--- config.mk ---
export PLATFORM = sky130hd
export DESIGN_NAME = fib_scheduler_flat
export DESIGN_NICKNAME = d
export VERILOG_FILES = /design/src/rtl/fib_scheduler_if.sv /design/src/rtl/fib_scheduler.sv /design/src/flat_wrapper.sv
export SDC_FILE = /design/constraint.sdc
export NUM_CORES = 1
export LEC_CHECK = 0
export BUFFER_PORTS_ARGS = -buffer_cell sky130_fd_sc_hd__buf_2
export CORE_UTILIZATION = 47
export CTS_BUF_LIST = sky130_fd_sc_hd__clkbuf_16
export DETAILED_ROUTE_END_ITERATION = 8
export HOLD_SLACK_MARGIN = 0.1
export PLACE_DENSITY_LB_ADDON = 0.3
export SYNTH_ARGS = -nofsm -noshare
export SYNTH_HDL_FRONTEND = slang
export SYNTH_SLANG_ARGS = --single-unit
--- constraint.sdc ---
create_clock -name clk -period 6 [get_ports clk]
set_clock_uncertainty 0.15 [all_clocks]
set_input_delay 0.9 -clock clk [delete_from_list [all_inputs] [get_ports clk]]
set_output_delay 0.9 -clock clk [all_outputs]
set_load 0.02 [all_outputs]
--- src/rtl/fib_scheduler_if.sv ---
// Engine-side bus of the fibonacci scheduler: load/hold control out, result/ready back.
// The scheduler drives the master modport; the fibonacci engine sits on the slave modport.
interface fib_scheduler_if #(
   parameter int unsigned IN_BITS  = 8,
   parameter int unsigned OUT_BITS = 16
);
   logic                eng_reset;
   logic [IN_BITS-1:0]  eng_n;
   logic [OUT_BITS-1:0] eng_result;
   logic                eng_ready;

   modport master (
      output eng_reset,
      output eng_n,
      input  eng_result,
      input  eng_ready
   );

   modport slave (
      input  eng_reset,
      input  eng_n,
      output eng_result,
      output eng_ready
   );
endinterface

--- src/rtl/fib_scheduler.sv ---
// Round-robin scheduler sharing one fibonacci engine between NREQ requesters,
// with a guard window against stale ready and a watchdog that returns an error response.
module fib_scheduler #(
   parameter int unsigned NREQ     = 4,
   parameter int unsigned ID_BITS  = 2,
   parameter int unsigned IN_BITS  = 8,
   parameter int unsigned OUT_BITS = 16,
   parameter int unsigned GUARD    = 2,
   parameter int unsigned TIMEOUT  = 1000,
   parameter int unsigned TO_BITS  = 10
) (
   input  logic                      clk,
   input  logic                      reset,
   input  logic [NREQ-1:0]           req,
   input  logic [NREQ*IN_BITS-1:0]   req_n,
   output logic [NREQ-1:0]           grant,
   output logic                      busy,
   output logic                      resp_valid,
   output logic [ID_BITS-1:0]        resp_id,
   output logic [OUT_BITS-1:0]       resp_result,
   output logic                      resp_err,
   fib_scheduler_if.master           eng
);

   localparam int unsigned G_BITS = $clog2(GUARD + 1);

   typedef enum logic [2:0] {
      S_IDLE,
      S_LOAD,
      S_GUARD,
      S_WAIT,
      S_RESP
   } state_t;

   state_t              state_q, state_d;
   logic [NREQ-1:0]     grant_q, grant_d;
   logic [ID_BITS-1:0]  rr_ptr_q, rr_ptr_d;
   logic [IN_BITS-1:0]  eng_n_q, eng_n_d;
   logic                eng_reset_q, eng_reset_d;
   logic [ID_BITS-1:0]  resp_id_q, resp_id_d;
   logic [OUT_BITS-1:0] resp_result_q, resp_result_d;
   logic                resp_err_q, resp_err_d;
   logic                resp_valid_q, resp_valid_d;
   logic                busy_q, busy_d;
   logic [G_BITS-1:0]   guard_q, guard_d;
   logic [TO_BITS-1:0]  wd_q, wd_d;

   logic                win_found;
   logic [ID_BITS-1:0]  win_idx;
   logic [ID_BITS-1:0]  cand;
   logic [IN_BITS-1:0]  win_n;

   // Search starts just past the last winner, so the most recent winner ranks last.
   always_comb begin
      win_found = 1'b0;
      win_idx   = '0;
      cand      = '0;
      win_n     = '0;
      for (int unsigned k = 1; k <= NREQ; k++) begin
         cand = ID_BITS'((32'(rr_ptr_q) + k) % NREQ);
         if (!win_found && req[cand]) begin
            win_found = 1'b1;
            win_idx   = cand;
         end
      end
      for (int unsigned i = 0; i < NREQ; i++) begin
         if (ID_BITS'(i) == win_idx) begin
            win_n = req_n[i*IN_BITS +: IN_BITS];
         end
      end
   end

   always_comb begin
      state_d       = state_q;
      grant_d       = grant_q;
      rr_ptr_d      = rr_ptr_q;
      eng_n_d       = eng_n_q;
      eng_reset_d   = eng_reset_q;
      resp_id_d     = resp_id_q;
      resp_result_d = resp_result_q;
      resp_err_d    = resp_err_q;
      resp_valid_d  = 1'b0;
      guard_d       = guard_q;
      wd_d          = wd_q;
      unique case (state_q)
         S_IDLE: begin
            eng_reset_d = 1'b1;
            if (win_found) begin
               grant_d   = NREQ'(1) << win_idx;
               rr_ptr_d  = win_idx;
               eng_n_d   = win_n;
               resp_id_d = win_idx;
               state_d   = S_LOAD;
            end
         end
         S_LOAD: begin
            eng_reset_d = 1'b0;
            guard_d     = '0;
            state_d     = S_GUARD;
         end
         S_GUARD: begin
            if (guard_q == G_BITS'(GUARD - 1)) begin
               wd_d    = '0;
               state_d = S_WAIT;
            end else begin
               guard_d = guard_q + 1'b1;
            end
         end
         S_WAIT: begin
            // Ready is tested first so a coincident timeout still returns the result.
            if (eng.eng_ready) begin
               resp_result_d = eng.eng_result;
               resp_err_d    = 1'b0;
               resp_valid_d  = 1'b1;
               state_d       = S_RESP;
            end else if (wd_q == TO_BITS'(TIMEOUT - 1)) begin
               resp_result_d = '0;
               resp_err_d    = 1'b1;
               resp_valid_d  = 1'b1;
               state_d       = S_RESP;
            end else begin
               wd_d = wd_q + 1'b1;
            end
         end
         S_RESP: begin
            grant_d     = '0;
            eng_reset_d = 1'b1;
            state_d     = S_IDLE;
         end
         default: state_d = S_IDLE;
      endcase
      busy_d = (state_d != S_IDLE);
   end

   always_ff @(posedge clk or negedge reset) begin
      if (!reset) begin
         state_q       <= S_IDLE;
         grant_q       <= '0;
         rr_ptr_q      <= ID_BITS'(NREQ - 1);
         eng_n_q       <= '0;
         eng_reset_q   <= 1'b1;
         resp_id_q     <= '0;
         resp_result_q <= '0;
         resp_err_q    <= 1'b0;
         resp_valid_q  <= 1'b0;
         busy_q        <= 1'b0;
         guard_q       <= '0;
         wd_q          <= '0;
      end else begin
         state_q       <= state_d;
         grant_q       <= grant_d;
         rr_ptr_q      <= rr_ptr_d;
         eng_n_q       <= eng_n_d;
         eng_reset_q   <= eng_reset_d;
         resp_id_q     <= resp_id_d;
         resp_result_q <= resp_result_d;
         resp_err_q    <= resp_err_d;
         resp_valid_q  <= resp_valid_d;
         busy_q        <= busy_d;
         guard_q       <= guard_d;
         wd_q          <= wd_d;
      end
   end

   assign grant         = grant_q;
   assign busy          = busy_q;
   assign resp_valid    = resp_valid_q;
   assign resp_id       = resp_id_q;
   assign resp_result   = resp_result_q;
   assign resp_err      = resp_err_q;
   assign eng.eng_reset = eng_reset_q;
   assign eng.eng_n     = eng_n_q;

endmodule
--- src/flat_wrapper.sv ---
// flat-port wrapper written by rule: the top's interface ports become plain ports
module fib_scheduler_flat 
#(
   parameter int unsigned NREQ     = 4,
   parameter int unsigned ID_BITS  = 2,
   parameter int unsigned IN_BITS  = 8,
   parameter int unsigned OUT_BITS = 16,
   parameter int unsigned GUARD    = 2,
   parameter int unsigned TIMEOUT  = 1000,
   parameter int unsigned TO_BITS  = 10
)
  (clk, reset, req, req_n, grant, busy, resp_valid, resp_id, resp_result, resp_err, eng_eng_reset, eng_eng_n, eng_eng_result, eng_eng_ready);
  fib_scheduler_if #(.IN_BITS(IN_BITS), .OUT_BITS(OUT_BITS)) eng_i ();
  input  logic clk;
  input  logic reset;
  input  logic [NREQ-1:0] req;
  input  logic [NREQ*IN_BITS-1:0] req_n;
  output logic [NREQ-1:0] grant;
  output logic busy;
  output logic resp_valid;
  output logic [ID_BITS-1:0] resp_id;
  output logic [OUT_BITS-1:0] resp_result;
  output logic resp_err;
  output wire logic [$bits(eng_i.eng_reset)-1:0] eng_eng_reset;
  output wire logic [$bits(eng_i.eng_n)-1:0] eng_eng_n;
  input wire logic [$bits(eng_i.eng_result)-1:0] eng_eng_result;
  input wire logic [$bits(eng_i.eng_ready)-1:0] eng_eng_ready;
  assign eng_eng_reset = eng_i.eng_reset;
  assign eng_eng_n = eng_i.eng_n;
  assign eng_i.eng_result = eng_eng_result;
  assign eng_i.eng_ready = eng_eng_ready;
  fib_scheduler #(.NREQ(NREQ), .ID_BITS(ID_BITS), .IN_BITS(IN_BITS), .OUT_BITS(OUT_BITS), .GUARD(GUARD), .TIMEOUT(TIMEOUT), .TO_BITS(TO_BITS)) u_core (.clk(clk), .reset(reset), .req(req), .req_n(req_n), .grant(grant), .busy(busy), .resp_valid(resp_valid), .resp_id(resp_id), .resp_result(resp_result), .resp_err(resp_err), .eng(eng_i));
endmodule
==> run_results.csv <==
group,metric,value,unit
status,status,"finished, final reports clean",
finish,fillCellCount,412,
floorplan,initial_core_util,50.2,%
critical_path,cp-end-kind,"flop",
clocking,cts_resized,0,
drt,dr.pass1.iters,4,
floorplan,die_x,74.0,um
power_and_ir_drop,leakage,1.53,nW
drt,drt_iter0_drc,122,
critical_path,arrival,2.77,ns
run,drv_cap,0,
sta,maxSlewViolCount,0,
synth,synth_cells,227,
clocking,clockRootBuffer,"clkbuf_16",
drt,vias,2015,
floorplan,die_area,0.00547,mm^2
global_route,antenna_found_initial,0,
global_route,grt_max_degree,52,
clocking,post_cts_buffers,0,
critical_path,cp.required,6.02,ns
power_and_ir_drop,p_total,0.00153,W
clocking,path_clk_slew,0.07,ns
clocking,htreeDepth,2,
finish,final_layout_size_suffix_gt1_share,35.4,%
finish,num-nets-final,367,
critical_path,rrSetupSlack,3.39,ns
power_and_ir_drop,peakVddDrop,0.273,mV
clocking,clockBufferDepth,2,
synth,synth_edf_count,0,
critical_path,crit_path_start,"req[3]",
sta,setup-tns-final,0,ns
sta,relSlewSlack,25.6,%
synth,syn-cell-area,0.00243,mm^2
placement,place.gp.congestion,0.740,
synth,ys_top_cells_by_area,"dfrtp_1 49%, a22o_1 6.8%, mux2i_1 4.1%, nand3_1 3.5%, dfstp_2 3.2%",
critical_path,critical_path.endpoint,"u_core.eng.eng_n[1]",
clocking,cts_buffers,5,
sta,clock.fmax,365,MHz
critical_path,path_class,"in2reg",
sta,min_period,2.74,ns
synth,yosysSeqAreaShare,52.6,%
global_route,grt_pass1_vias,1871,
finish,diodes,0,
worst_hold_path,holdPathStages,2,
drt,wire_per_inst,13.7,um
floorplan,pin_count,89,
global_route,grt_pass1_wl,8590,um
global_route,grt_usage,20.9,%
sta,rsz0062_at_grt,"false",
synth,ys.flop_type,"dfrtp_1",
sta,worst_pin_slew,1.11,ns
synth,ys_top_cells_by_count,"48 x dfrtp_1, 19 x a22o_1, 19 x nand2_1, 19 x nor2_1, 17 x nand3_1",
synth,avgSynthCellArea,10.7,um^2
finish,syn2layout_area_growth,24.8,%
synth,syn-num-nets,284,
sta,final_hold_viol_count,0,
clocking,holdBufCountCts,0,
synth,synth.most_common_cell,"dfrtp_1",
worst_hold_path,holdCritPathClass,"reg2reg",
floorplan,rows,25,
sta,setup_viol,0,
clocking,clkSinkCount,51,
synth,synth_cell_types,42,
floorplan,core,0.00485,mm^2
critical_path,r2r_cells,4,
drt,drc,0,
critical_path,crit_fanout,14,
placement,portBuffers,88,
placement,dpl_cell_area,0.00289,mm^2
critical_path,r2r_start,"u_core.rr_ptr_q[1]",
sta,final.period_utilization,45.7,%
critical_path,reg2reg_to,"u_core.eng.eng_n[1]",
synth,synth_async_sr_flop_share,100,%
synth,ys_seq_elements,51,
synth,yosysTopAreaCellShare,49.4,%
synth,ys.warnings.count,0,
critical_path,startpoint_type,"primary input",
finish,fin_area,0.00304,mm^2
placement,dpl.hpwl,3760,um
clocking,insertion_delay,0.29,ns
clocking,tritoncts,"built",
synth,synth_largest_area_cell,"dfrtp_1",
drt,ant_nets,0,
drt,drt-total-wl,5170,um
drt,via_per_inst,5.33,
power_and_ir_drop,p_per_area,505,mW/mm^2
floorplan,die_h,74.0,um
global_route,grt-ovfl-total,0,
per-stage QoR:
step | utilization, % | hold WS, ns | cells | setup WS (ns)
6_report | 62.6 | 0.337 | 378 | 3.26
5_1_grt | 62.6 | 0.359 | 378 | 3.03
4_1_cts | 62.6 | 0.340 | 378 | 3.28
3_5_place_dp | 59.7 | 0.325 | 370 | 2.97
3_3_place_gp | 59.7 | 0.326 | 370 | 3.06
2_1_floorplan | - | 0.307 | 227 | 3.51
layout by cell type (no fill, tap or decap), types with 5 or more instances in the layout:
cell / instances
o21ai_0: 7
dfrtp_1: 48
buf_2: 88
nor2_1: 19
nand3_1: 17
nand2_1: 19
a211oi_1: 9
mux2i_1: 10
clkbuf_16: 5
a221o_1: 5
inv_1: 9
a22o_1: 19
final cells by class:
class	count	area (um^2)	area share (%)
sequential	51	1280	42.2
timing repair buffer	88	440	14.5
tap	67	83.8	2.76
inverter	9	33.8	1.11
clock inverter	3	18.8	0.618
clock buffer	5	125	4.12
multi-input combinational	155	1050	34.7
how the worst min path moves through the flow:
stage / start / endpoint / slack (ns)
2_1_floorplan: u_core.rr_ptr_q[0] / u_core.rr_ptr_q[0] / 0.31
3_3_place_gp: u_core.rr_ptr_q[0] / u_core.rr_ptr_q[0] / 0.33
3_5_place_dp: u_core.resp_id[1] / u_core.resp_id[1] / 0.33
4_1_cts: u_core.rr_ptr_q[0] / u_core.rr_ptr_q[0] / 0.34
5_1_grt: u_core.resp_id[1] / u_core.resp_id[1] / 0.36
6_report: u_core.rr_ptr_q[0] / u_core.rr_ptr_q[0] / 0.34
power by group:
group | leakage (nW) | total (W) | internal, W | switching (W)
sequential | 0.641 | 0.000606 | 0.000493 | 0.000113
clock | 0.0740 | 0.000277 | 0.000155 | 0.000122
combinational | 0.816 | 0.000651 | 0.000270 | 0.000381
kinds of logic (layout without fill, tap and decap cells):
| logic type | Yosys count | after routing | synth area share [%] |
|---|---|---|---|
| and+or+nand+nor | 78 | 78 | 15.5 |
| AOI/OAI and AO/OA | 54 | 54 | 18.1 |
| DFF | 51 | 51 | 52.6 |
| buffers and inverters | 21 | 105 | 4.06 |
| muxes | 15 | 15 | 6.58 |
| xor gates and xnor gates | 6 | 6 | 2.16 |
| adders and majority gates | 2 | 2 | 1.03 |
critical path: stages:
cell	delay, ns
buf_2	0.13
nand3b_1	0.08
a31oi_1	0.89
nor2_1	0.39
a221o_1	0.39
state kept, by name, summed over array words and instances (netlist names):
| register | count |
|---|---|
| u_core.resp_result | 16 |
| u_core.resp_id | 2 |
| u_core.grant | 4 |
| u_core.guard_q | 2 |
| u_core.rr_ptr_q | 2 |
| u_core.resp_err | 1 |
| u_core.eng.eng_n | 8 |
| u_core.wd_q | 10 |
| u_core.resp_valid | 1 |
| u_core.busy | 1 |
| u_core.state_q | 3 |
| u_core.eng.eng_reset | 1 |
routing by layer:
metal	share of wire, %	routed length [um]	global-route usage, %	vias to the layer above
met4	0.81	42	7.05	0
met1	47	2410	28.6	968
li1	-	-	-	988
met3	4.3	221	5.42	4
met2	48	2500	32.5	55
met5	0	0	0	-
(Power assumes the default switching activity.)
